<file path="src/rtl/lu_cache_pkg.sv">
// Shared LU cache constants and the dump FSM state type.
// Contents:
//   CELL_SIZE_DEF / CELL_COUNT_DEF / CELL_ADDR_SIZE_DEF : default cache geometry
//   CNT_WIDTH_DEF                                       : default update counter width
//   dump_state_e                                        : dump FSM states
package lu_cache_pkg;

  localparam int unsigned CELL_SIZE_DEF      = 8;
  localparam int unsigned CELL_COUNT_DEF     = 8;
  localparam int unsigned CELL_ADDR_SIZE_DEF = 3;
  localparam int unsigned CNT_WIDTH_DEF      = 16;

  typedef enum logic [0:0] {
    IDLE = 1'b0,
    SEND = 1'b1
  } dump_state_e;

endpackage

</file>
<file path="src/rtl/sat_counter.sv">
// Saturating up-counter; holds at all-ones instead of wrapping.
// Ports:
//   clk   : clock
//   rst_n : asynchronous active-low reset (clears count)
//   inc   : increment enable for this cycle
//   count : current count (registered)
module sat_counter #(
  parameter int unsigned WIDTH = 16
) (
  input  logic             clk,
  input  logic             rst_n,
  input  logic             inc,
  output logic [WIDTH-1:0] count
);

  logic [WIDTH-1:0] r_count;

  // Count enabled cycles, stop at the maximum value.
  always_ff @(posedge clk or negedge rst_n) begin
    if (!rst_n) begin
      r_count <= '0;
    end else if (inc && (r_count != {WIDTH{1'b1}})) begin
      r_count <= r_count + WIDTH'(1);
    end
  end

  assign count = r_count;

endmodule

</file>
<file path="src/rtl/lu_cache_dump.sv">
// Snapshots the full LU cache contents on request and streams the cells out
// one per beat over valid/ready, with index and last flag. Also counts cache
// update strobes for debug readout.
// Ports:
//   clk, reset   : clock, asynchronous active-low reset
//   cache_data   : cache contents, index 0 = most recently used
//   new_data     : cache update strobe
//   dump_req     : start a dump (sampled in IDLE only)
//   busy         : dump in progress
//   out_data/out_idx/out_last/out_valid, out_ready : beat stream
//   update_cnt   : saturating count of new_data cycles
module lu_cache_dump
  import lu_cache_pkg::*;
#(
  parameter int unsigned CELL_SIZE      = CELL_SIZE_DEF,
  parameter int unsigned CELL_COUNT     = CELL_COUNT_DEF,
  parameter int unsigned CELL_ADDR_SIZE = CELL_ADDR_SIZE_DEF,
  parameter int unsigned CNT_WIDTH      = CNT_WIDTH_DEF
) (
  input  logic                                  clk,
  input  logic                                  reset,
  input  logic [CELL_COUNT-1:0][CELL_SIZE-1:0]  cache_data,
  input  logic                                  new_data,
  input  logic                                  dump_req,
  output logic                                  busy,
  output logic [CELL_SIZE-1:0]                  out_data,
  output logic [CELL_ADDR_SIZE-1:0]             out_idx,
  output logic                                  out_valid,
  input  logic                                  out_ready,
  output logic                                  out_last,
  output logic [CNT_WIDTH-1:0]                  update_cnt
);

  localparam int unsigned LAST_IDX = CELL_COUNT - 1;

  dump_state_e                          r_state, w_state_next;
  logic [CELL_COUNT-1:0][CELL_SIZE-1:0] r_snap, w_snap_next;
  logic [CELL_ADDR_SIZE-1:0]            r_idx, w_idx_next;
  logic [CELL_SIZE-1:0]                 r_data, w_data_next;
  logic                                 r_last, w_last_next;
  logic                                 r_valid, r_busy;

  // State and output registers; beat fields hold their value outside SEND.
  always_ff @(posedge clk or negedge reset) begin
    if (!reset) begin
      r_state <= IDLE;
      r_snap  <= '0;
      r_idx   <= '0;
      r_data  <= '0;
      r_last  <= 1'b0;
      r_valid <= 1'b0;
      r_busy  <= 1'b0;
    end else begin
      r_state <= w_state_next;
      r_snap  <= w_snap_next;
      r_idx   <= w_idx_next;
      r_data  <= w_data_next;
      r_last  <= w_last_next;
      r_valid <= (w_state_next == SEND);
      r_busy  <= (w_state_next == SEND);
    end
  end

  // Next-state and next-beat logic. In SEND out_valid is always high, so
  // out_ready alone decides whether the current beat is accepted.
  always_comb begin
    w_state_next = r_state;
    w_snap_next  = r_snap;
    w_idx_next   = r_idx;
    w_data_next  = r_data;
    w_last_next  = r_last;
    case (r_state)
      IDLE: begin
        if (dump_req) begin
          w_state_next = SEND;
          w_snap_next  = cache_data;
          w_idx_next   = '0;
          w_data_next  = cache_data[0];
          w_last_next  = (LAST_IDX == 0);
        end
      end
      SEND: begin
        if (out_ready) begin
          if (r_idx == CELL_ADDR_SIZE'(LAST_IDX)) begin
            w_state_next = IDLE;
          end else begin
            w_idx_next  = r_idx + CELL_ADDR_SIZE'(1);
            w_data_next = r_snap[w_idx_next];
            w_last_next = (w_idx_next == CELL_ADDR_SIZE'(LAST_IDX));
          end
        end
      end
      default: begin
        w_state_next = IDLE;
      end
    endcase
  end

  assign busy      = r_busy;
  assign out_valid = r_valid;
  assign out_data  = r_data;
  assign out_idx   = r_idx;
  assign out_last  = r_last;

  // Update strobe statistics, independent of the dump FSM.
  sat_counter #(
    .WIDTH (CNT_WIDTH)
  ) u_update_cnt (
    .clk   (clk),
    .rst_n (reset),
    .inc   (new_data),
    .count (update_cnt)
  );

endmodule

</file>
<file path="config.mk">
export PLATFORM = sky130hd
export DESIGN_NAME = lu_cache_dump
export DESIGN_NICKNAME = d
export VERILOG_FILES = /design/src/rtl/lu_cache_pkg.sv /design/src/rtl/sat_counter.sv /design/src/rtl/lu_cache_dump.sv
export SDC_FILE = /design/constraint.sdc
export NUM_CORES = 1
export LEC_CHECK = 0
export BUFFER_PORTS_ARGS = -buffer_cell sky130_fd_sc_hd__buf_4
export CORE_ASPECT_RATIO = 2
export CORE_MARGIN = 5
export CORE_UTILIZATION = 58
export DETAILED_ROUTE_END_ITERATION = 7
export GPL_ROUTABILITY_DRIVEN = 0
export GPL_TIMING_DRIVEN = 0
export PLACE_DENSITY_LB_ADDON = 0.25
export SYNTH_ARGS = -nofsm -noshare
export SYNTH_HDL_FRONTEND = slang
export SYNTH_SLANG_ARGS = --single-unit
export TNS_END_PERCENT = 10
</file>
<file path="constraint.sdc">
create_clock -name clk -period 4.3 [get_ports clk]
set_input_delay 0.215 -clock clk [delete_from_list [all_inputs] [get_ports clk]]
set_output_delay 0.215 -clock clk [all_outputs]
set_load 0.05 [all_outputs]
</file>
## Word level (Yosys, flattened, before mapping)

Index checks and enable logic that the tools add are counted.

| operators by class | value |
|---|---|
| magnitude comparators | 1 |
| add/sub/neg operators | 2 |
| reductions and logical operators | 3 |
| equal/unequal tests | 6 |
| multiplexer cells | 18 |
| bitwise logic cells | 1 |

Operators by type and width:

| kind | number |
|---|---|
| 2-to-1 mux 8 bit | 4 |
| binary-select mux 8 bit (select 3 bit) | 1 |
| adder 16 x 1 -> 16 bit (second input constant) | 1 |
| inequality test 16 bit (second input constant) | 1 |
| one-hot mux 8 bit (2 select lines) | 1 |
| 2-to-1 mux 3 bit | 3 |
| == test 3 bit (second input constant) | 2 |
| 2-to-1 mux 1 bit | 6 |
| inequality test 2 bit (second input constant) | 3 |
| one-hot mux 3 bit (2 select lines) | 1 |
| less-than comparator 3 x 4 -> 1 bit (second input constant) | 1 |
| one-hot mux 1 bit (2 select lines) | 2 |
| adder 3 x 1 -> 3 bit (second input constant) | 1 |
| AND reduction 3 bit | 1 |
| AND reduction 2 bit | 1 |
| logical AND 1 bit | 1 |
| inverter 1 bit | 1 |

| word-level totals | value |
|---|---|
| output and inout bits | 30 |
| word-level logic and storage cells | 44 |
| register bits after elaboration | 93 |
| input port bits | 69 |

## Longest topological paths before layout

| depth | value |
|---|---|
| word-level depth | 6 |
| gate-level depth with buffers | 9 |
| gate-level depth less buffers | 6 |

## Hierarchy

From an unflattened synthesis, not the netlist that was laid out.

| second synthesis, totals | value |
|---|---|
| cells, all modules | 464 |
| area total of the unflattened synthesis | 4470.5 um^2 |

Modules (own cells, without submodules):

| module | area each (um^2) | seq. area each (um^2) | cells each | times used |
|---|---|---|---|---|
| lu_cache_dump | 3611.0 | 1926.8 | 392 | 1 |
| sat_counter | 859.6 | 400.4 | 72 | 1 |

## Least setup slack after synthesis

OpenSTA, ideal clock, no wires.

| path | value |
|---|---|
| path kind | reg-to-reg |
| start point | reg r_idx[0] (netlist: out_idx[0]) |
| end point | reg r_data[6] (netlist: out_data[6]) |
| library setup time | 0.126 ns |
| setup slack | 1.821 ns |
| data required time | 4.174 ns |
| stages on the path, launching flop included | 10 |
| data arrival time | 2.353 ns |
| clock period less this slack | 2.479 ns |
| path buffers | 4 |
| path through | dfrtp_1 -> buf_4 -> buf_6 -> inv_1 -> ha_1 -> buf_2 -> buf_2 -> mux4_2 -> a22oi_1 -> a21oi_1 |

| between the ends | value |
|---|---|
| word-level cells in the longest chain between the ends | 6 |
| elaborated cells on any way between the ends | 9 |
| classes of those cells | add/sub: 1; eq/ne: 2; mux: 5; reduce/logical: 1 |

RTL lines:

| item | RTL line | text |
|---|---|---|
| start: declaration | lu_cache_dump.sv:38 | `logic [CELL_ADDR_SIZE-1:0] r_idx, w_idx_next;` |
| start signal: assignment | lu_cache_dump.sv:56 | `r_idx <= w_idx_next;` |
| adder 3 x 1 -> 3 bit | lu_cache_dump.sv:87 | `w_idx_next = r_idx + CELL_ADDR_SIZE'(1);` |
| binary-select mux 8 bit (select 3 bit) | lu_cache_dump.sv:88 | `w_data_next = r_snap[w_idx_next];` |
| 2-to-1 mux 8 bit (not written as such) | lu_cache_dump.sv:88 |  |
| 2-to-1 mux 8 bit | lu_cache_dump.sv:84 | `if (r_idx == CELL_ADDR_SIZE'(LAST_IDX)) begin` |
| 2-to-1 mux 8 bit | lu_cache_dump.sv:83 | `if (out_ready) begin` |
| one-hot mux 8 bit (2 select lines) | lu_cache_dump.sv:72 | `case (r_state)` |
| end signal: assignment | lu_cache_dump.sv:57 | `r_data <= w_data_next;` |
| end: declaration | lu_cache_dump.sv:39 | `logic [CELL_SIZE-1:0] r_data, w_data_next;` |

Several ways; a longest one is shown, not always the timed one. The select of a mux whose other input is x is not followed.
A chain may end at the register's enable or synchronous reset.

## Worst setup path in the final report

| path | value |
|---|---|
| start point | reg r_idx[0] (netlist: out_idx[0]) |
| end point | reg r_data[2] (netlist: out_data[2]) |

The elaborated chain is that of the path after synthesis.

==> impl_metrics.py <==
metrics = {
    "run_status": {
        "status": "finished clean",
    },
    "power": {
        "irDropWorstVdd_mv": 0.668,
        "powerDensity_mw_per_mm2": 779,
        "static-leakage-power_nw": 2.76,
        "power_mw": 4.25,
    },
    "logic_synthesis": {
        "async_flop_share_pct": 100,
        "synth_top_family_by_area": "simple AND/OR/NAND/NOR gates",
        "syn_nets": 513,
        "synth_compound_area_share_pct": 5.44,
        "synth_edf_count": 0,
        "synth-adder-area-share_pct": 1.17,
        "yosys.area_share.simple_pct": 24.0,
        "synth_area_per_cell_um2": 9.73,
        "synth_warnings": 0,
        "synth-xor-area-share_pct": 2.87,
        "syn_area_mm2": 0.00428,
        "yosysSeqAreaShare_pct": 54.4,
        "synth_ff_type": "dfrtp_1",
        "synthMuxAreaShare_pct": 8.95,
        "netlist_instances": 440,
        "synth-seq-cells": 93,
        "ys_types": 36,
    },
    "detailed_routing": {
        "drt-wirelength-per-cell_um": 19.4,
        "wl_met2_um": 6880,
        "via_per_inst": 5.72,
        "drc": 0,
        "wirelength_um": 12500,
        "drtIter0Drc": 264,
        "wl_met1_um": 4130,
        "antenna_left": 0,
        "drtPass1Iterations": 5,
        "dr.max_layer_used": "met4",
        "wl_met3_um": 804,
        "num_vias": 3698,
    },
    "worst_setup_path": {
        "endpoint_kind": "flip-flop",
        "r2r_end": "out_data[2]$_DFFE_PN0P_",
        "cp_max_fo": 10,
        "cp-start-kind": "flip-flop",
        "r2r_slack_ns": 1.62,
        "cp.required_ns": 4.53,
        "worst-setup-path-type": "flip-flop to flip-flop",
        "r2r_cells": 9,
        "r2r_start": "out_idx[0]$_DFFE_PN0P_",
        "cp_data_arrival_time_ns": 2.91,
    },
    "die": {
        "dieWidth_um": 70.7,
        "start_util_pct": 59.3,
        "ios": 99,
        "die_y_um": 131,
        "std_cell_rows": 44,
        "core_mm2": 0.00721,
        "die_area_mm2": 0.00930,
    },
    "sta": {
        "slew_headroom_pct": 23.0,
        "worst_pin_slew_ns": 1.16,
        "period_share_pct": 62.4,
        "hold_viol": 0,
        "fmax_mhz": 373,
        "drv_slew": 0,
        "fin_tns_setup_ns": 0,
        "finalWorstSetupSlack_ns": 1.62,
        "rsz0062_at_grt": "false",
        "fin_crit_ns": 2.68,
        "clock_skew_ns": 0.00693,
        "finalSetupViolCount": 0,
    },
    "cts": {
        "ctsResizeCount": 0,
        "clkTransAtPathRegs_ns": 0.07,
        "cts_made_buffers": 9,
        "clk_latency_ns": 0.35,
        "post-cts-setup-buffers": 0,
        "cts_tree": "done",
        "ctsHoldBuffers": 0,
        "cts_sinks": 93,
        "cts-root-buf": "clkbuf_16",
        "cts.htree.levels": 3,
        "cts_buffer_depth": 2,
    },
    "place": {
        "place_hpwl_um": 8450,
        "dp_slack_ns": 1.72,
        "port_buffers": 98,
    },
    "global_route": {
        "grt_pass1_vias": 4040,
        "grt_util_all_layers_pct": 28.2,
        "antenna_found_initial": 0,
        "grt_overflow": 0,
        "grt_pass1_wl_um": 20000,
        "grt_max_degree": 94,
    },
    "job": {
        "maxCapViolCount": 0,
    },
    "hold_path": {
        "worstHoldStart": "cache_data[48]",
        "hold_depth": 3,
        "min_path_type": "primary input to flip-flop",
        "min_to": "r_snap[48]$_DFFE_PN0P_",
    },
    "finish": {
        "num_antenna_cells": 0,
        "syn2layout_area_growth_pct": 27.5,
        "drive_gt1_share_pct": 26.9,
        "nNetsFinal": 622,
    },
}
==> how the worst max path moves through the flow <==
stage | from | to | slack, ns | cells past startpoint
floorplan | out_idx[0]$_DFFE_PN0P_ | out_data[6]$_DFFE_PN0P_ | 1.82 | 9
global placement | out_idx[0]$_DFFE_PN0P_ | out_data[6]$_DFFE_PN0P_ | 1.78 | 9
detailed placement | out_idx[0]$_DFFE_PN0P_ | out_data[6]$_DFFE_PN0P_ | 1.72 | 9
CTS | out_idx[0]$_DFFE_PN0P_ | out_data[2]$_DFFE_PN0P_ | 1.67 | 9
global route | out_idx[0]$_DFFE_PN0P_ | out_data[2]$_DFFE_PN0P_ | 1.46 | 9
finish | out_idx[0]$_DFFE_PN0P_ | out_data[2]$_DFFE_PN0P_ | 1.62 | 9
==> flip-flops by register name, indices dropped and copies added (netlist names) <==
signal / count
busy: 1
out_data: 8
out_idx: 3
out_last: 1
r_snap: 64
u_update_cnt.count: 16
==> cells in the mapped netlist (4+ instances only) <==
library cell    n  area share, %
xnor2_1        10            2.0
nor2_1         13            1.1
a22oi_1         8            1.4
a21oi_1         8           0.94
xor2_1          4           0.82
buf_2           6           0.70
dfrtp_1        93             54
nand3_1         9            1.1
o21ai_0        13            1.5
mux4_2         16            8.4
clkbuf_1       13            1.1
ha_1            4            1.2
nand2_1       200             18
nand4_1         5           0.73
==> power breakdown <==
| part | switching (mW) | total, mW | leakage, nW | internal [mW] |
|---|---|---|---|---|
| logic | 1.10 | 1.82 | 1.44 | 0.728 |
| registers | 0.281 | 1.55 | 1.17 | 1.27 |
| clock network | 0.335 | 0.874 | 0.163 | 0.539 |
| total | 1.71 | 4.25 | 2.76 | 2.54 |
==> critical path, stage by stage (launching register included) <==
cell and delay (ns):
dfrtp_1 0.37, buf_4 0.25, buf_6 0.22, inv_1 0.07, ha_1 0.28, buf_2 0.24
buf_2 0.34, mux4_2 0.42, a22oi_1 0.24, a21oi_1 0.11
==> logic make-up after synthesis <==
family                     after synthesis
AOI/OAI and AO/OA                       37
xor gates and xnor gates                14
adders and majority gates                4
buffers and inverters                   28
DFF                                     93
muxes                                   18
and+or+nand+nor                        246
==> layout make-up <==
| cell class | instances | area (µm²) |
|---|---|---|
| Multi-Input combinational cell | 319 | 1820 |
| Fill cell | 532 | 1760 |
| Inverter | 3 | 11.3 |
| Clock inverter | 4 | 70.1 |
| Buffer | 25 | 124 |
| Tap cell | 92 | 115 |
| Clock buffer | 12 | 256 |
| Sequential cell | 93 | 2330 |
| Timing Repair Buffer | 98 | 736 |
==> cell usage in the layout (no fill, tap or decap), types with 5 or more instances in the layout <==
master and instances:
nand2_1 200, buf_4 100, dfrtp_1 93, mux4_2 16
clkbuf_1 14, nor2_1 13, o21ai_0 13, xnor2_1 10
nand3_1 9, clkbuf_16 9, a22oi_1 8, a21oi_1 8
buf_2 6, nand4_1 5
==> stage by stage <==
stage / util, % / hold WS [ns] / cells / cell area, µm²
after floorplan: - / -0.0806 / 440 / 4280
after global placement: 71.1 / 0.407 / 630 / 5130
after detailed placement: 71.1 / 0.408 / 630 / 5130
after CTS: 75.7 / 0.0520 / 646 / 5460
after global routing: 75.7 / 0.0601 / 646 / 5460
final: 75.7 / 0.0537 / 646 / 5460
==> metal layers <==
| metal | GRT usage [%] | up-vias |
|---|---|---|
| met5 | 0 | - |
| met4 | 19.1 | 0 |
| met3 | 6.35 | 64 |
| met2 | 49.6 | 182 |
| met1 | 28.8 | 1788 |
| li1 | - | 1664 |
Note: power is estimated with default switching activity, not from simulation.
